$ cat src/rtl/r_fifo.sv
// ---------------------------------------------------------------------------
// r_fifo: AXI R-channel return buffer for the crossbar.
//
// It buffers up to DEPTH read-data beats from the slave side and returns them
// in order to the master side. A small queue of expected burst lengths (ARLEN),
// filled from the address side, is used to check every RLAST. Any disagreement
// sets a sticky error flag. Beats are always forwarded unmodified.
//
// Ports:
//   ACLK, ARESET          clock (rising edge), asynchronous active-high reset
//   S_R*                  incoming beat (ID, data, response, last, valid/ready)
//   M_R*                  head beat toward the master (valid/ready)
//   len_push, len_in      enqueue an expected ARLEN (beats minus 1)
//   len_full              length queue full
//   count                 beats currently buffered
//   beat_cnt              beats popped so far in the current burst
//   last_err              sticky burst-length mismatch flag
//
// Optional feature, macro R_FIFO_BYPASS_EN:
//   When the buffer is empty, the incoming beat is also shown on M_R* in the
//   same cycle. If M_RREADY is high, the beat is consumed directly and is not
//   written to storage. With the macro undefined, there is a minimum latency
//   of one cycle and no combinational path from S_R* to M_R*.
// ---------------------------------------------------------------------------
module r_fifo #(
    parameter int unsigned ID_WIDTH   = 4,
    parameter int unsigned DATA_WIDTH = 32,
    parameter int unsigned LEN_WIDTH  = 4,
    parameter int unsigned DEPTH      = 4,
    parameter int unsigned LEN_DEPTH  = 4
) (
    input  logic                    ACLK,
    input  logic                    ARESET,
    input  logic [ID_WIDTH-1:0]     S_RID,
    input  logic [DATA_WIDTH-1:0]   S_RDATA,
    input  logic [1:0]              S_RRESP,
    input  logic                    S_RLAST,
    input  logic                    S_RVALID,
    output logic                    S_RREADY,
    output logic [ID_WIDTH-1:0]     M_RID,
    output logic [DATA_WIDTH-1:0]   M_RDATA,
    output logic [1:0]              M_RRESP,
    output logic                    M_RLAST,
    output logic                    M_RVALID,
    input  logic                    M_RREADY,
    input  logic                    len_push,
    input  logic [LEN_WIDTH-1:0]    len_in,
    output logic                    len_full,
    output logic [$clog2(DEPTH):0]  count,
    output logic [LEN_WIDTH-1:0]    beat_cnt,
    output logic                    last_err
);

    localparam int unsigned PW  = $clog2(DEPTH);
    localparam int unsigned CW  = PW + 1;
    localparam int unsigned LPW = $clog2(LEN_DEPTH);
    localparam int unsigned LCW = LPW + 1;

    // Beat storage
    logic [ID_WIDTH-1:0]   r_rid   [DEPTH];
    logic [DATA_WIDTH-1:0] r_rdata [DEPTH];
    logic [1:0]            r_rresp [DEPTH];
    logic                  r_rlast [DEPTH];
    logic [PW-1:0]         r_wr_ptr;
    logic [PW-1:0]         r_rd_ptr;
    logic [CW-1:0]         r_count;

    // Expected-length queue
    logic [LEN_WIDTH-1:0]  r_len_mem [LEN_DEPTH];
    logic [LPW-1:0]        r_len_wr;
    logic [LPW-1:0]        r_len_rd;
    logic [LCW-1:0]        r_len_count;

    logic [LEN_WIDTH-1:0]  r_beat_cnt;
    logic                  r_last_err;

    logic                  w_full;
    logic                  w_empty;
    logic                  w_s_ready;
    logic                  w_bypass;
    logic                  w_m_valid;
    logic [ID_WIDTH-1:0]   w_hd_id;
    logic [DATA_WIDTH-1:0] w_hd_data;
    logic [1:0]            w_hd_resp;
    logic                  w_hd_last;
    logic                  w_push;
    logic                  w_pop;
    logic                  w_buf_pop;
    logic                  w_len_full;
    logic                  w_len_empty;
    logic                  w_len_push;
    logic                  w_len_pop;
    logic [LEN_WIDTH-1:0]  w_len_exp;
    logic                  w_err_now;

    assign w_full    = (r_count == CW'(DEPTH));
    assign w_empty   = (r_count == '0);
    assign w_s_ready = !ARESET && !w_full;

`ifdef R_FIFO_BYPASS_EN
    logic w_use_s;
    // The incoming beat becomes the head only while the buffer is empty. It is
    // forced to zero in reset so that M_R* read 0.
    assign w_use_s   = w_empty && !ARESET;
    assign w_bypass  = w_use_s && S_RVALID && M_RREADY;
    assign w_m_valid = !w_empty || (S_RVALID && !ARESET);
    assign w_hd_id   = w_use_s ? S_RID   : (w_empty ? '0   : r_rid[r_rd_ptr]);
    assign w_hd_data = w_use_s ? S_RDATA : (w_empty ? '0   : r_rdata[r_rd_ptr]);
    assign w_hd_resp = w_use_s ? S_RRESP : (w_empty ? '0   : r_rresp[r_rd_ptr]);
    assign w_hd_last = w_use_s ? S_RLAST : (w_empty ? 1'b0 : r_rlast[r_rd_ptr]);
`else
    assign w_bypass  = 1'b0;
    assign w_m_valid = !w_empty;
    assign w_hd_id   = r_rid[r_rd_ptr];
    assign w_hd_data = r_rdata[r_rd_ptr];
    assign w_hd_resp = r_rresp[r_rd_ptr];
    assign w_hd_last = r_rlast[r_rd_ptr];
`endif

    // A bypassed beat counts as a pop for tracking, but it never touches storage.
    assign w_push    = S_RVALID && w_s_ready && !w_bypass;
    assign w_pop     = w_m_valid && M_RREADY;
    assign w_buf_pop = w_pop && !w_bypass;

    assign w_len_full  = (r_len_count == LCW'(LEN_DEPTH));
    assign w_len_empty = (r_len_count == '0);
    assign w_len_push  = len_push && !w_len_full;
    assign w_len_pop   = w_pop && w_hd_last && !w_len_empty;
    assign w_len_exp   = r_len_mem[r_len_rd];

    // RLAST must be set on exactly the beat where beat_cnt reaches the expected ARLEN.
    assign w_err_now = (len_push && w_len_full) ||
                       (w_pop && (w_len_empty || (w_hd_last != (r_beat_cnt == w_len_exp))));

    always_ff @(posedge ACLK or posedge ARESET) begin
        if (ARESET) begin
            for (int i = 0; i < int'(DEPTH); i++) begin
                r_rid[i]   <= '0;
                r_rdata[i] <= '0;
                r_rresp[i] <= '0;
                r_rlast[i] <= 1'b0;
            end
        end else if (w_push) begin
            r_rid[r_wr_ptr]   <= S_RID;
            r_rdata[r_wr_ptr] <= S_RDATA;
            r_rresp[r_wr_ptr] <= S_RRESP;
            r_rlast[r_wr_ptr] <= S_RLAST;
        end
    end

    always_ff @(posedge ACLK or posedge ARESET) begin
        if (ARESET) begin
            r_wr_ptr <= '0;
            r_rd_ptr <= '0;
            r_count  <= '0;
        end else begin
            if (w_push) begin
                r_wr_ptr <= r_wr_ptr + PW'(1);
            end
            if (w_buf_pop) begin
                r_rd_ptr <= r_rd_ptr + PW'(1);
            end
            case ({w_push, w_buf_pop})
                2'b10:   r_count <= r_count + CW'(1);
                2'b01:   r_count <= r_count - CW'(1);
                default: r_count <= r_count;
            endcase
        end
    end

    always_ff @(posedge ACLK or posedge ARESET) begin
        if (ARESET) begin
            for (int i = 0; i < int'(LEN_DEPTH); i++) begin
                r_len_mem[i] <= '0;
            end
            r_len_wr    <= '0;
            r_len_rd    <= '0;
            r_len_count <= '0;
        end else begin
            if (w_len_push) begin
                r_len_mem[r_len_wr] <= len_in;
                r_len_wr            <= r_len_wr + LPW'(1);
            end
            if (w_len_pop) begin
                r_len_rd <= r_len_rd + LPW'(1);
            end
            case ({w_len_push, w_len_pop})
                2'b10:   r_len_count <= r_len_count + LCW'(1);
                2'b01:   r_len_count <= r_len_count - LCW'(1);
                default: r_len_count <= r_len_count;
            endcase
        end
    end

    always_ff @(posedge ACLK or posedge ARESET) begin
        if (ARESET) begin
            r_beat_cnt <= '0;
            r_last_err <= 1'b0;
        end else begin
            if (w_pop) begin
                r_beat_cnt <= w_hd_last ? '0 : r_beat_cnt + LEN_WIDTH'(1);
            end
            if (w_err_now) begin
                r_last_err <= 1'b1;
            end
        end
    end

    assign S_RREADY = w_s_ready;
    assign M_RVALID = w_m_valid;
    assign M_RID    = w_hd_id;
    assign M_RDATA  = w_hd_data;
    assign M_RRESP  = w_hd_resp;
    assign M_RLAST  = w_hd_last;
    assign len_full = w_len_full;
    assign count    = r_count;
    assign beat_cnt = r_beat_cnt;
    assign last_err = r_last_err;

endmodule

$ cat config.mk
export PLATFORM = sky130hd
export DESIGN_NAME = r_fifo
export DESIGN_NICKNAME = d
export VERILOG_FILES = /design/src/rtl/r_fifo.sv
export SDC_FILE = /design/constraint.sdc
export NUM_CORES = 1
export LEC_CHECK = 0
export BUFFER_PORTS_ARGS = -buffer_cell sky130_fd_sc_hd__buf_4
export CORE_MARGIN = 1.5
export CORE_UTILIZATION = 50
export DETAILED_ROUTE_END_ITERATION = 6
export GPL_TIMING_DRIVEN = 0
export PLACE_DENSITY_LB_ADDON = 0.1
export SETUP_SLACK_MARGIN = 0.2
export SYNTH_ARGS = -nofsm -noshare
export SYNTH_HDL_FRONTEND = slang
export SYNTH_SLANG_ARGS = --single-unit
$ cat constraint.sdc
create_clock -name ACLK -period 8.1 [get_ports ACLK]
set_clock_uncertainty 0.2 [all_clocks]
set_input_delay 0.405 -clock ACLK [delete_from_list [all_inputs] [get_ports ACLK]]
set_output_delay 0.405 -clock ACLK [all_outputs]
set_load 0.1 [all_outputs]
==> out/results.txt, run 1 <==
status -> complete, no violations
DR DRC count -> 0
Clk Latency, worst-skew pair -> 0.43 ns
first-pass GRT wire length -> 28,400 µm
die area -> 0.0181 mm²
Nets -> 705
Fin Setup TNS -> 0 ns
vias in the first global route -> 5,387
CTS buffer count -> 17
Least-Margin Pin Slew -> 0.943 ns
GP Congestion -> 0.760
fmax -> 297 MHz
Fill cells -> 1,262
Post-synth EDFFs -> 0
Cells after Synth -> 526
CP required -> 7.50 ns
most common cell after layout, fill and taps aside -> dfrtp_1
Layout Area Growth over Synthesis -> 19.2%
Util after Layout -> 61.6%
Port Buffers -> 97
Post-Syn Nets -> 587
Synth warnings -> 0
die height -> 135 µm
period utilization -> 41.5%
Slew Viols, Final -> 0
Crit. End Element -> output pin
Row Count -> 47
Clock Tree Buf Depth -> 2
PostCTS Resize Cnt -> 0
synth unique cells -> 31
Detail Route Antenna Nets -> 0
setup violators final -> 0
RSZ-0062 raised after global routing -> no
vias per inst -> 5.44
Async S/R FF share, synth -> 100%
#FFs+latches synth -> 191
Synth Flop Type -> dfrtp_1
kind of critical path -> register to output pin
Initial Util -> 51.7%
mapped cell area -> 0.00866 mm²
syn avg cell area -> 16.5 µm²
DPL Wire Length -> 11,700 µm
H-tree Lvls -> 4
Critical Path AT -> 2.76 ns
crit start category -> register
GRT Overall Usage -> 20.6%
register area share after synthesis -> 55.2%
most frequent cells in the layout -> dfrtp_1 (191), mux2_2 (132), buf_4 (97)
TritonCTS clock tree -> built
root cell of the clock tree -> clkbuf_16
vias -> 4,765
max_cap viols -> 0
core outline area -> 0.0168 mm²
die width -> 135 µm
largest net degree at the start of global routing -> 136
grt ovf -> 0
drt total wl -> 17,200 µm
Worst-path clk slew -> 0.07 ns
Sink Count -> 191
Ant. Diodes -> 0
Tmin final -> 3.37 ns
Hold Vio Cnt, Final -> 0
layout cells sized above 1 -> 55.9%
DRT iter0 DRCs -> 164
WL/cell -> 19.7 µm
crit-path max FO -> 10
Slew headroom -> 36.6%
I/O pins -> 98
hold slack -> 0.0317 ns
initial antenna violation count -> 0
min-delay worst type -> primary input to register
Pre-antenna DRT Iters -> 7
routing by layer:
metal  GRT usage (%)  wire [µm]  vias up
met1            26.4       7570     2520
met5               0          0        -
met2            35.1       8830       84
met4            5.02        203        0
li1                -          -     2146
met3            5.41        641       15
synth_stat cells (all sizes together), types with 3 or more instances:
cell      n  area, µm²
a21oi     3       15.0
buf      22        158
clkbuf    5       18.8
dfrtp   191       4780
ha       11        138
inv      15       56.3
mux2    172       2090
mux4     43        968
nand2    19       81.3
nor2      4       15.0
o21ai     8       40.0
xnor2    11       96.3
xor2      5       43.8
per-stage QoR:
stage,area [µm²],std cells,worst slack [ns]
floorplan,8660,526,2.30
global placement,9660,843,0.467
detailed placement,9700,844,5.11
CTS,10300,876,4.77
global route,10300,876,4.62
finish,10300,876,4.73
state kept, by name, summed over array words and instances (netlist names):
| name | cells |
|---|---|
| r_rdata | 128 |
| r_len_mem | 16 |
| r_rid | 16 |
| r_rresp | 8 |
| beat_cnt | 4 |
| r_rlast | 4 |
| count | 3 |
| r_len_count | 3 |
| r_len_rd | 2 |
| r_len_wr | 2 |
| r_rd_ptr | 2 |
| r_wr_ptr | 2 |
| last_err | 1 |
cell type report:
class,count,area (µm²),area share (%)
buffer,27,176,1.71
clock buffer,21,450,4.36
clock inverter,10,163,1.58
inverter,15,63.8,0.618
multi-input combinational,293,3650,35.3
sequential,191,4780,46.3
tap,220,275,2.67
timing repair buffer,99,766,7.42
logic make-up (layout without fill, tap and decap cells):
logic type,count (synthesis),in the layout,synth area share [%]
fa+ha+maj,13,13,2.05
mux,217,217,35.5
buf+inv,42,172,2.69
flops,191,191,55.2
simple gates,30,30,1.59
compound gates,17,17,1.36
xor+xnor,16,16,1.62
critical path: stages (launching register included):
cell,delay [ns]
dfrtp_1,0.38
buf_1,0.57
clkbuf_1,0.69
mux4_2,0.43
buf_4,0.25
timing repair:
item | in CTS | in global routing
setup buffers | 0 | 0
endpoints found under the hold margin | 56 | 0
hold buffers | 1 | 0
worst paths after layout:
check / from / endpoint / slack (ns) / cells past startpoint
worst max-delay path: r_rd_ptr[1] / M_RDATA[22] / 4.73 / 4
worst min-delay path: len_in[2] / r_len_mem[14] / 0.03 / 2
worst max register to register: count[0] / r_len_count[2] / 5.09 / 9
worst min register to register: r_rdata[6] / r_rdata[6] / 0.30 / 1
max in group asynchronous: ARESET / r_rdata[85] / 6.31 / 4
min in group asynchronous: ARESET / r_rid[7] / 0.38 / 3
Power of run 1 is left out: the tool's default activity adds up to more than one toggle a clock period on the data nets, which glitch-free logic cannot reach.
==> run 2, diff against run 1 <==
==> constraint.sdc (replaced) <==
create_clock -name ACLK -period 3.5 [get_ports ACLK]
set_clock_uncertainty 0.2 [all_clocks]
set_input_delay 0.175 -clock ACLK [delete_from_list [all_inputs] [get_ports ACLK]]
set_output_delay 0.175 -clock ACLK [all_outputs]
set_load 0.1 [all_outputs]
==> out/results.txt, run 2 (synthesized netlist as in run 1, its figures left out) <==
status -> complete, no violations
DRT iter0 DRCs -> 164 (unchanged)
DR DRC count -> 0 (unchanged)
crit-path max FO -> 10 (unchanged)
largest register by flop count -> r_rdata
Slew Viols, Final -> 0 (unchanged)
kind of critical path -> register to output pin
max_cap viols -> 0 (unchanged)
top flop regs -> r_rdata (128), r_len_mem (16), r_rid (16)
reg2reg start -> count[0]
min-delay worst type -> primary input to register
Pre-antenna DRT Iters -> 4 (-3)
Post-CTS Setup Bufs -> 0 (unchanged)
number of flip-flops in the largest register -> 128 (unchanged)
hold path endpoint -> r_rd_ptr[0]
Initial Util -> 51.7% (unchanged)
Worst-path clk slew -> 0.07 ns (about the same)
root cell of the clock tree -> clkbuf_16
Crit. End Element -> output pin
post-route cell area -> 0.0108 mm² (+4.5%)
GP Congestion -> 0.722 (-5.0%)
DP Worst Slack -> 0.498 ns (-4.62 ns)
most frequent cells in the layout -> dfrtp_1 (191), mux2_2 (132), buf_4 (97)
r2r worst-path depth -> 9 (unchanged)
area of the multi-input gates -> 0.00365 mm² (unchanged)
layout cells sized above 1 -> 53.0% (-2.9 points)
die area -> 0.0181 mm² (unchanged)
I/O pins -> 98 (unchanged)
Layout Area Growth over Synthesis -> 24.5%
Clk Latency, worst-skew pair -> 0.42 ns (about the same)
initial antenna violation count -> 0 (unchanged)
DPL Wire Length -> 11,900 µm (+2.1%)
CTS buffer count -> 17 (unchanged)
Nets -> 754 (+7.0%)
DP Area -> 0.00977 mm² (+0.71%)
Critical Path AT -> 2.74 ns (-0.02 ns)
crit start category -> register
period utilization -> 89.1%
Final WS setup -> 0.382 ns (-4.35 ns)
most common cell after layout, fill and taps aside -> dfrtp_1
Fill cells -> 1,245 (-1.3%)
vias in the first global route -> 5,709 (+6.0%)
GRT Overall Usage -> 21.3% (+0.71 points)
vias per inst -> 5.41 (-0.63%)
die height -> 135 µm (unchanged)
fmax -> 321 MHz
r2r setup slk -> 0.52 ns (-4.57 ns)
core outline area -> 0.0168 mm² (unchanged)
Ant. Diodes -> 0 (unchanged)
worst hold path depth -> 3 (+1)
CP required -> 3.12 ns (-4.38 ns)
RSZ-0062 raised after global routing -> no
Clock Tree Buf Depth -> 2 (unchanged)
Detail Route Antenna Nets -> 0 (unchanged)
Hold Vio Cnt, Final -> 0 (unchanged)
Tmin final -> 3.12 ns
Port Buffers -> 97 (unchanged)
grt ovf -> 0 (unchanged)
drt total wl -> 17,600 µm (+2.0%)
register area -> 0.00478 mm² (unchanged)
setup violators final -> 0 (unchanged)
die width -> 135 µm (unchanged)
TritonCTS clock tree -> built
first-pass GRT wire length -> 29,700 µm (+4.7%)
Slew headroom -> 37.9% (+1.4 points)
WL/cell -> 19.0 µm (-3.4%)
vias -> 5,000 (+4.9%)
Least-Margin Pin Slew -> 0.923 ns (-0.0203 ns)
largest net degree at the start of global routing -> 42 (-69%)
Row Count -> 47 (unchanged)
hold path startpoint -> M_RREADY
Sink Count -> 191 (unchanged)
Crit Reg-Reg Endpoint -> r_len_count[2]
H-tree Lvls -> 4 (unchanged)
-- run 2: cell count changes in the layout (fill, tap and decap cells not counted), moves of 2 or more --
cell           change
buf_12             +5
bufinv_16          -3
clkbuf_1           -3
clkinv_2           +4
clkinv_4           +4
clkinvlp_4         -3
dlygate4sd3_1     +45
inv_6              +2
-- run 2: how the worst max path moves through the flow --
stage                start        endpoint  slack, ns  cells past startpoint
2_1_floorplan     count[0]        S_RREADY       0.39                      2
3_3_place_gp        ARESET     r_rdata[53]      -0.36                      2
3_5_place_dp      count[0]  r_len_count[2]       0.50                      9
4_1_cts        r_rd_ptr[1]     M_RDATA[18]       0.31                      4
5_1_grt        r_rd_ptr[1]     M_RDATA[18]       0.29                      4
6_report       r_rd_ptr[1]     M_RDATA[18]       0.38                      4
-- run 2: repair_timing --
action / CTS / global route
hold buffers: 46 / 0
endpoints found under the hold margin: 195 / 0
gates resized for setup: 0 / 0
-- run 2: area by class of cell --
type / count / area share, %
Timing Repair Buffer: 148 / 12.0
Tap cell: 220 / 2.55
Multi-Input combinational cell: 293 / 33.8
Inverter: 15 / 0.557
Buffer: 27 / 1.64
Clock buffer: 18 / 4.07
Sequential cell: 191 / 44.3
Clock inverter: 13 / 1.07
-- run 2: routing by layer --
layer	global-route usage (%)	routed length (µm)
met1	27.9	7700
met5	0	0
met3	4.80	594
met2	36.2	9080
met4	5.38	221
-- run 2: worst max-delay path, cell delays in order, from the launching register on --
cell      delay (ns)
dfrtp_1         0.41
buf_1           0.57
clkbuf_1        0.66
mux4_2          0.43
buf_4           0.25
-- run 2: stage by stage --
step                TNS (ns)  utilization, %  instances  hold slack (ns)
floorplan                  0               -        526            0.124
global placement      -65.94            57.7        843            0.230
detailed placement         0            58.3        848           0.0922
CTS                        0            64.3        925           0.0119
global route               0            64.3        925           0.0520
finish                     0            64.3        925           0.0231
Power of run 2 is left out for the same reason.
